## config.mk

```make
export PLATFORM = sky130hd
export DESIGN_NAME = m3_phase_step_gen_flat
export DESIGN_NICKNAME = d
export VERILOG_FILES = /design/src/rtl/m3_phase_step_if.sv /design/src/rtl/m3_phase_step_gen.sv /design/src/flat_wrapper.sv
export SDC_FILE = /design/constraint.sdc
export NUM_CORES = 1
export LEC_CHECK = 0
export CORE_ASPECT_RATIO = 2
export CORE_UTILIZATION = 35
export DETAILED_ROUTE_END_ITERATION = 10
export HOLD_SLACK_MARGIN = 0.03
export PLACE_DENSITY_LB_ADDON = 0.08
export RECOVER_POWER = 100
export REMOVE_ABC_BUFFERS = 1
export SLEW_MARGIN = 25
export SYNTH_ARGS = -nofsm -noshare
export SYNTH_HDL_FRONTEND = slang
export SYNTH_SLANG_ARGS = --single-unit
```

## constraint.sdc

```tcl
create_clock -name clk -period 3.3 [get_ports clk]
set_input_delay 0.33 -clock clk [delete_from_list [all_inputs] [get_ports clk]]
set_output_delay 0.33 -clock clk [all_outputs]
set_load 0.1 [all_outputs]
```

## src/rtl/m3_phase_step_if.sv

```systemverilog
// m3 phase step generator bus: run controls in,
// step index, round pulse and gate enables out.
interface m3_phase_step_if;
  logic        working;
  logic        force_stop;
  logic        inv_rotate;
  logic [31:0] round_len;
  logic        next_round;
  logic [2:0]  step_idx;
  logic [5:0]  gate;

  modport master (
    output working, force_stop,
    output inv_rotate, round_len,
    input  next_round, step_idx, gate
  );

  modport slave (
    input  working, force_stop,
    input  inv_rotate, round_len,
    output next_round, step_idx, gate
  );
endinterface

```

## src/rtl/m3_phase_step_gen.sv

```systemverilog
// 6-step commutation generator with dead time
// and a once-per-electrical-round pulse.
module m3_phase_step_gen #(
  parameter int unsigned PERIOD_MIN = 40,
  parameter int unsigned PERIOD_MAX = 4000000,
  parameter int unsigned DEAD_CYC   = 8
) (
  input  logic           clk,
  input  logic           rst_n,
  m3_phase_step_if.slave bus
);
  typedef enum logic [1:0] {
    IDLE,
    DEAD,
    DRIVE
  } state_t;

  state_t      state, state_n;
  logic [2:0]  idx, idx_n;
  logic [2:0]  rnd, rnd_n;
  logic [31:0] cnt, cnt_n;
  logic [31:0] per, per_n;
  logic [5:0]  gate, gate_n;
  logic        pulse, pulse_n;
  logic [31:0] len_c;

  function automatic logic [5:0] tbl(
    input logic [2:0] i
  );
    logic [5:0] g;
    g = 6'b000000;
    case (i)
      3'd0:    g = 6'b100100;
      3'd1:    g = 6'b100001;
      3'd2:    g = 6'b001001;
      3'd3:    g = 6'b011000;
      3'd4:    g = 6'b010010;
      3'd5:    g = 6'b000110;
      default: g = 6'b000000;
    endcase
    return g;
  endfunction

  always_comb begin
    len_c = bus.round_len;
    if (bus.round_len < PERIOD_MIN)
      len_c = PERIOD_MIN;
    else if (bus.round_len > PERIOD_MAX)
      len_c = PERIOD_MAX;
  end

  always_comb begin
    state_n = state;
    idx_n   = idx;
    rnd_n   = rnd;
    cnt_n   = cnt;
    per_n   = per;
    pulse_n = 1'b0;
    if (bus.force_stop || !bus.working) begin
      state_n = IDLE;
      idx_n   = 3'd0;
      rnd_n   = 3'd0;
    end else begin
      unique case (state)
        IDLE: begin
          state_n = DEAD;
          idx_n   = 3'd0;
          per_n   = len_c;
          cnt_n   = len_c - 32'd1;
        end
        DEAD: begin
          cnt_n = cnt - 32'd1;
          // cnt started at per-1, so this is the last dead clock
          if (cnt == per - DEAD_CYC)
            state_n = DRIVE;
        end
        DRIVE: begin
          if (cnt == 32'd0) begin
            state_n = DEAD;
            per_n   = len_c;
            cnt_n   = len_c - 32'd1;
            if (bus.inv_rotate)
              idx_n = (idx == 3'd0) ? 3'd5 : idx - 3'd1;
            else
              idx_n = (idx == 3'd5) ? 3'd0 : idx + 3'd1;
            if (rnd == 3'd5) begin
              rnd_n   = 3'd0;
              pulse_n = 1'b1;
            end else begin
              rnd_n = rnd + 3'd1;
            end
          end else begin
            cnt_n = cnt - 32'd1;
          end
        end
        default: state_n = IDLE;
      endcase
    end
    gate_n = (state_n == DRIVE) ? tbl(idx_n) : 6'b0;
  end

  always_ff @(posedge clk) begin
    if (!rst_n) begin
      state <= IDLE;
      idx   <= 3'd0;
      rnd   <= 3'd0;
      cnt   <= 32'd0;
      per   <= PERIOD_MAX;
      gate  <= 6'b0;
      pulse <= 1'b0;
    end else begin
      state <= state_n;
      idx   <= idx_n;
      rnd   <= rnd_n;
      cnt   <= cnt_n;
      per   <= per_n;
      gate  <= gate_n;
      pulse <= pulse_n;
    end
  end

  assign bus.gate       = gate;
  assign bus.step_idx   = idx;
  assign bus.next_round = pulse;
endmodule

```

## src/flat_wrapper.sv

```systemverilog
// flat-port wrapper written by rule: the top's interface ports become plain ports
module m3_phase_step_gen_flat 
#(
  parameter int unsigned PERIOD_MIN = 40,
  parameter int unsigned PERIOD_MAX = 4000000,
  parameter int unsigned DEAD_CYC   = 8
)
  (clk, rst_n, bus_working, bus_force_stop, bus_inv_rotate, bus_round_len, bus_next_round, bus_step_idx, bus_gate);
  m3_phase_step_if bus_i ();
  input  logic clk;
  input  logic rst_n;
  input wire logic [$bits(bus_i.working)-1:0] bus_working;
  input wire logic [$bits(bus_i.force_stop)-1:0] bus_force_stop;
  input wire logic [$bits(bus_i.inv_rotate)-1:0] bus_inv_rotate;
  input wire logic [$bits(bus_i.round_len)-1:0] bus_round_len;
  output wire logic [$bits(bus_i.next_round)-1:0] bus_next_round;
  output wire logic [$bits(bus_i.step_idx)-1:0] bus_step_idx;
  output wire logic [$bits(bus_i.gate)-1:0] bus_gate;
  assign bus_i.working = bus_working;
  assign bus_i.force_stop = bus_force_stop;
  assign bus_i.inv_rotate = bus_inv_rotate;
  assign bus_i.round_len = bus_round_len;
  assign bus_next_round = bus_i.next_round;
  assign bus_step_idx = bus_i.step_idx;
  assign bus_gate = bus_i.gate;
  m3_phase_step_gen #(.PERIOD_MIN(PERIOD_MIN), .PERIOD_MAX(PERIOD_MAX), .DEAD_CYC(DEAD_CYC)) u_core (.clk(clk), .rst_n(rst_n), .bus(bus_i));
endmodule
```

# [After elaboration in Yosys (flattened, before gate mapping)]
# Cells that the tools add are included.
[word_totals] reg_bits=79 input_bits=37 out_inout_bits=10 word_cells=64
[classes] n_addsub=6 n_lt_le_gt_ge=2 eq_ne=12 mux=19 n_bitwise=4 reduce_logical=14
[ops] op="two-way mux 32 bit" count=4
[ops] op="one-hot mux 32 bit (3 select lines)" count=1
[ops] op="one-hot mux 32 bit (2 select lines)" count=1
[ops] op="subtractor 32 x 1 -> 32 bit, second input constant" count=2
[ops] op="one-hot mux 6 bit (6 select lines)" count=1
[ops] op="== test 32 bit" count=1
[ops] op="> comparator 32 x 22 -> 1 bit, second input constant" count=1
[ops] op="zero test 32 bit" count=1
[ops] op="< comparator 32 x 6 -> 1 bit, second input constant" count=1
[ops] op="subtractor 32 x 4 -> 32 bit, second input constant" count=1
[ops] op="two-way mux 3 bit" count=6
[ops] op="== test 3 bit, second input constant" count=4
[ops] op="adder 3 x 1 -> 3 bit, second input constant" count=2
[ops] op="== test 3 x 2 -> 1 bit, second input constant" count=2
[ops] op="zero test 3 bit" count=2
[ops] op="two-way mux 2 bit" count=3
[ops] op="one-hot mux 2 bit (3 select lines)" count=1
[ops] op="one-hot mux 3 bit (2 select lines)" count=1
[ops] op="AND reduction 2 bit" count=3
[ops] op="== test 2 bit, second input constant" count=2
[ops] op="NOT 1 bit" count=4
[ops] op="OR reduction 4 bit" count=1
[ops] op="== test 3 x 1 -> 1 bit, second input constant" count=1
[ops] op="AND reduction 3 bit" count=1
[ops] op="10 further kinds" count=10

# [Longest topological paths before layout]
[logic_depth] ltp_word=8 ltp_mapped=13 mapped_depth_nobuf=13

# [Worst setup path after synthesis]
# No wires, ideal clock.
[synth_path] path_kind="in2reg" startpoint="input port bus_round_len[13]" endpoint="register u_core.cnt[14]" setup_ps=123 arrival_time_ps=3387 required_time_ps=3177 slack_ps=-210 cell_stages=12 n_path_buf=0 cell_sequence="or4_1 -> or3_1 -> nor3_2 -> nor2_1 -> nand2_1 -> ha_1 -> o31ai_2 -> a2111oi_2 -> nand2_1 -> xnor2_1 -> a221oi_1 -> nor2_1"
[synth_between] elab_chain_len=6 elab_cells_between_ends=7 cone_classes="1 x add/sub; 2 x order compare; 4 x mux"
[synth_lines] element="from (decl)" line="flat_wrapper.sv:15" source="input wire logic [$bits(bus_i.round_len)-1:0] bus_round_len;"
[synth_lines] element="> comparator 32 x 22 -> 1 bit" line="m3_phase_step_gen.sv:48" source="else if (bus.round_len > PERIOD_MAX)"
[synth_lines] element="two-way mux 32 bit" line="m3_phase_step_gen.sv:48"
[synth_lines] element="two-way mux 32 bit (*)" line="m3_phase_step_gen.sv:46" source="if (bus.round_len < PERIOD_MIN)"
[synth_lines] element="subtractor 32 x 1 -> 32 bit (*)" line="m3_phase_step_gen.sv:69, m3_phase_step_gen.sv:81"
[synth_lines] element="two-way mux 32 bit" line="m3_phase_step_gen.sv:78" source="if (cnt == 32'd0) begin"
[synth_lines] element="one-hot mux 32 bit (3 select lines) (*)" line="m3_phase_step_gen.sv:64" source="unique case (state)"
[synth_lines] element="to (signal assigned)" line="m3_phase_step_gen.sv:115" source="cnt <= cnt_n;"
[synth_lines] element="to (decl)" line="m3_phase_step_gen.sv:21" source="logic [31:0] cnt, cnt_n;"
# Mark *: on every way between the ends. The rest lies on a longest branch, timed or not.
# A chain may end at the register's enable or synchronous reset.

# [Worst setup path after layout]
[layout_path] startpoint="register u_core.per[3]" endpoint="register u_core.state[0]"
[layout_between] elab_chain_len=5
[layout_lines] element="from (decl)" line="m3_phase_step_gen.sv:22" source="logic [31:0] per, per_n;"
[layout_lines] element="from (signal assigned)" line="m3_phase_step_gen.sv:116" source="per <= per_n;"
[layout_lines] element="subtractor 32 x 4 -> 32 bit" line="m3_phase_step_gen.sv:74" source="if (cnt == per - DEAD_CYC)"
[layout_lines] element="== test 32 bit" line="m3_phase_step_gen.sv:74"
[layout_lines] element="two-way mux 2 bit" line="m3_phase_step_gen.sv:74"
[layout_lines] element="one-hot mux 2 bit (3 select lines)" line="m3_phase_step_gen.sv:64"
[layout_lines] element="two-way mux 2 bit" line="m3_phase_step_gen.sv:59" source="if (bus.force_stop || !bus.working) begin"
[layout_lines] element="to (signal assigned)" line="m3_phase_step_gen.sv:112" source="state <= state_n;"
[layout_lines] element="to (decl)" line="m3_phase_step_gen.sv:18" source="state_t state, state_n;"
# Every way passes these cells.

==> flow_metrics.env <==
export IMPL_die_h_um=181
export IMPL_cts_tree="done"
export IMPL_synth_top_area_cell="dfxtp_1"
export IMPL_p_int_w=0.00181
export IMPL_setup_slack_ns=0.0866
export IMPL_synth_xor_area_share=0.0987
export IMPL_grt_usage=0.259
export IMPL_htree_levels=3
export IMPL_cts_sinks=79
export IMPL_nets=896
export IMPL_clkLatencyLatePin_ns=0.35
export IMPL_p_seq_frac=0.397
export IMPL_ys_warn_count=0
export IMPL_die_area_sq_um=16500
export IMPL_worstPathRequired_ns=3.53
export IMPL_clk_pin_slew_ns=0.06
export IMPL_clk_path_buf_depth=2
export IMPL_routedWlPerCell_um=19.8
export IMPL_synth_distinct_cells=77
export IMPL_pwr_share_comb=0.166
export IMPL_place_hpwl_mm=16.5
export IMPL_cp_startpoint="u_core.per[3]"
export IMPL_ctsHoldBuffers=0
export IMPL_viasPerCell=5.82
export IMPL_leakage_nw=2.61
export IMPL_nFillCells=1581
export IMPL_r2r_start="u_core.per[3]"
export IMPL_timing_slew_headroom=0.349
export IMPL_grt_max_degree=36
export IMPL_start_util=0.356
export IMPL_p_sw_w=0.000693
export IMPL_yosysSeqAreaShare=0.283
export IMPL_max_freq_mhz=311
export IMPL_crit_top_cell="a21oi_1"
export IMPL_hold_violations=0
export IMPL_synthAdderAreaFrac=0.0201
export IMPL_die_w_um=91.4
export IMPL_place_ws_ns=-0.509
export IMPL_rows=65
export IMPL_grt_pass1_wl_mm=32.8
export IMPL_cpPeakStageDelay_ns=0.63
export IMPL_cts_root_buf="clkbuf_16"
export IMPL_drtIter0Drc=363
export IMPL_async_flop_share=0
export IMPL_design_core_area_sq_um=15700
export IMPL_maxCapViolCount=0
export IMPL_syn_area_sq_um=5590
export IMPL_finalClockSkew_ns=0.00658
export IMPL_final_cell_mix="buf_4 (81), dfxtp_1 (79), nor2_1 (72)"
export IMPL_ant_nets=0
export IMPL_avgSynthCellArea_sq_um=7.56
export IMPL_routed_wirelength_mm=21.0
export IMPL_hp_class="flop to flop"
export IMPL_grt_pass1_vias=6181
export IMPL_yosys_most_used_dff="dfxtp_1"
export IMPL_p_sw_frac=0.277
export IMPL_outcome="complete, no violations"
export IMPL_synth_top_family_by_area="simple AND/OR/NAND/NOR gates"
export IMPL_finalSetupTns_ns=0
export IMPL_via_count=6147
export IMPL_synth_area_top_cells="dfxtp_1 (28%), a21oi_1 (5.2%), nor2_1 (5.0%)"
export IMPL_finalSetupViolCount=0
export IMPL_cp_arrival_ns=3.44
export IMPL_cpLargestDelayFamily="simple AND/OR/NAND/NOR gates"
export IMPL_syn2layout_area_growth_pct=28.7
export IMPL_diodes=0
export IMPL_synthMuxAreaShare=0
export IMPL_cts_buffers_inserted=9
export IMPL_critical_path_max_fanout=4
export IMPL_yosysTopAreaCellShare=0.283
export IMPL_grt_ovfl_total=0
export IMPL_drc_errors=0
export IMPL_drive_above_1_share=0.164
export IMPL_antenna_found_initial=0
export IMPL_gp_congestion=0.867
export IMPL_cp_num_buf_inv=1
export IMPL_min_from="u_core.per[2]"
export IMPL_slew_viol_final=0
export IMPL_yosys_area_share_simple=0.341
export IMPL_synth_seq_cells=79
export IMPL_drt_pass1_iterations=5
export IMPL_worst_pin_slew_ns=0.973
export IMPL_synth_compound_area_frac=0.222
export IMPL_power_density_nw_per_um2=348
export IMPL_final_common_cell="buf_4"
export IMPL_path_class="flop to flop"
export IMPL_ios=47
export IMPL_critPathLaunchType="flop"
export IMPL_synth_edff_count=0
export IMPL_min_period_ns=3.21
export IMPL_fin_crit_sh=0.974
export IMPL_end_kind="flop"
export IMPL_portBuffers=46
export IMPL_syn_inst=740
export IMPL_clkPwrFrac=0.437
export IMPL_path_cells="inv_1 > ha_1 > or3b_4 > or4_4 > o31ai_2 > nor4b_2 > a21oi_1 > or4_1 > o21ai_1 > a21oi_1"
export IMPL_slowest_stage="or4_1"
export IMPL_ir_worst_vdd_mv=0.217
## Yosys cell counts, drive strengths merged, types with 6 or more instances
cell type,number
xnor2,31
nor4,33
nor3b,6
nor2,75
clkbuf,25
nor3,49
nand3,28
a31oi,9
or3,15
nand4b,10
inv,16
nand2b,7
a22oi,9
o22ai,9
xor2,32
o21ai,48
nand4,6
or4,14
ha,9
a221oi,6
nor2b,7
a211oi,7
a21oi,60
and3,14
buf,7
dfxtp,79
nand2,66
## through the flow
stage / total power (W) / util / hold WS (ns) / cells / area (sq um)
5_1_grt: 0.00260 / 0.459 / 0.502 / 1056 / 7200
4_1_cts: 0.00252 / 0.456 / 0.479 / 1054 / 7150
3_3_place_gp: 0.00142 / 0.434 / 0.461 / 1038 / 6810
6_report: 0.00250 / 0.459 / 0.471 / 1056 / 7200
2_1_floorplan: 0.00121 / - / 0.392 / 708 / 5460
3_5_place_dp: 0.00143 / 0.434 / 0.470 / 1038 / 6810
## area by class of cell
class / instances / area [sq um] / area share
timing repair buffer: 131 / 1100 / 0.153
clock buffer: 9 / 225 / 0.0313
inverter: 17 / 63.8 / 0.00886
tap: 201 / 251 / 0.0349
clock inverter: 7 / 96.3 / 0.0134
multi-input combinational: 612 / 3880 / 0.539
sequential: 79 / 1580 / 0.220
## worst register-to-register path, delay by kind of cell (launching register included)
kind	cells	cell delay [ns]
adders and majority gates	1	0.21
AOI/OAI and AO/OA	4	0.61
buffers and inverters	1	0.05
and+or+nand+nor	4	1.91
DFF	1	0.31
## what timing repair did
action | CTS | global route
gates resized for setup | 6 | 11
pin swaps | 1 | 7
cloned | 0 | 0
setup endpoints to repair | 4 | 18
setup buffers | 0 | 2
endpoints found under the hold margin | 0 | 0
## registers in the layout (all words and copies together) (netlist names)
signal,cells
u_core.bus.next_round,1
u_core.bus.step_idx,3
u_core.per,32
u_core.state,2
u_core.rnd,3
u_core.bus.gate,6
u_core.cnt,32
## power groups by stage
stage / Combinational [W] / Sequential (W) / Clock [W]
after floorplan: 0.000204 / 0.00101 / 0
after global placement: 0.000406 / 0.00101 / 0
after detailed placement: 0.000411 / 0.00101 / 0
after CTS: 0.000414 / 0.000993 / 0.00111
after global routing: 0.000451 / 0.000995 / 0.00115
final: 0.000415 / 0.000993 / 0.00109
## per-layer routing
metal	GRT usage	up-vias	part of all wire	wire length (um)
li1	-	2984	-	-
met1	0.244	2885	0.35	7250
met2	0.489	208	0.54	11300
met3	0.0299	70	0.032	671
met4	0.207	0	0.082	1710
met5	0	-	0	0
## worst paths after layout
kind,endpoint,slack (ns),cells after the start
worst max register to register,u_core.state[0],0.09,10
worst min-delay path,u_core.per[2],0.47,2
worst max-delay path,u_core.state[0],0.09,10
worst min register to register,u_core.per[2],0.47,2
## cell families after synthesis
group           Yosys count
simple gates            349
compound gates          191
flops                    79
xor+xnor                 63
buf+inv                  49
fa+ha+maj                 9
Note: power is estimated with default switching activity, not from simulation.
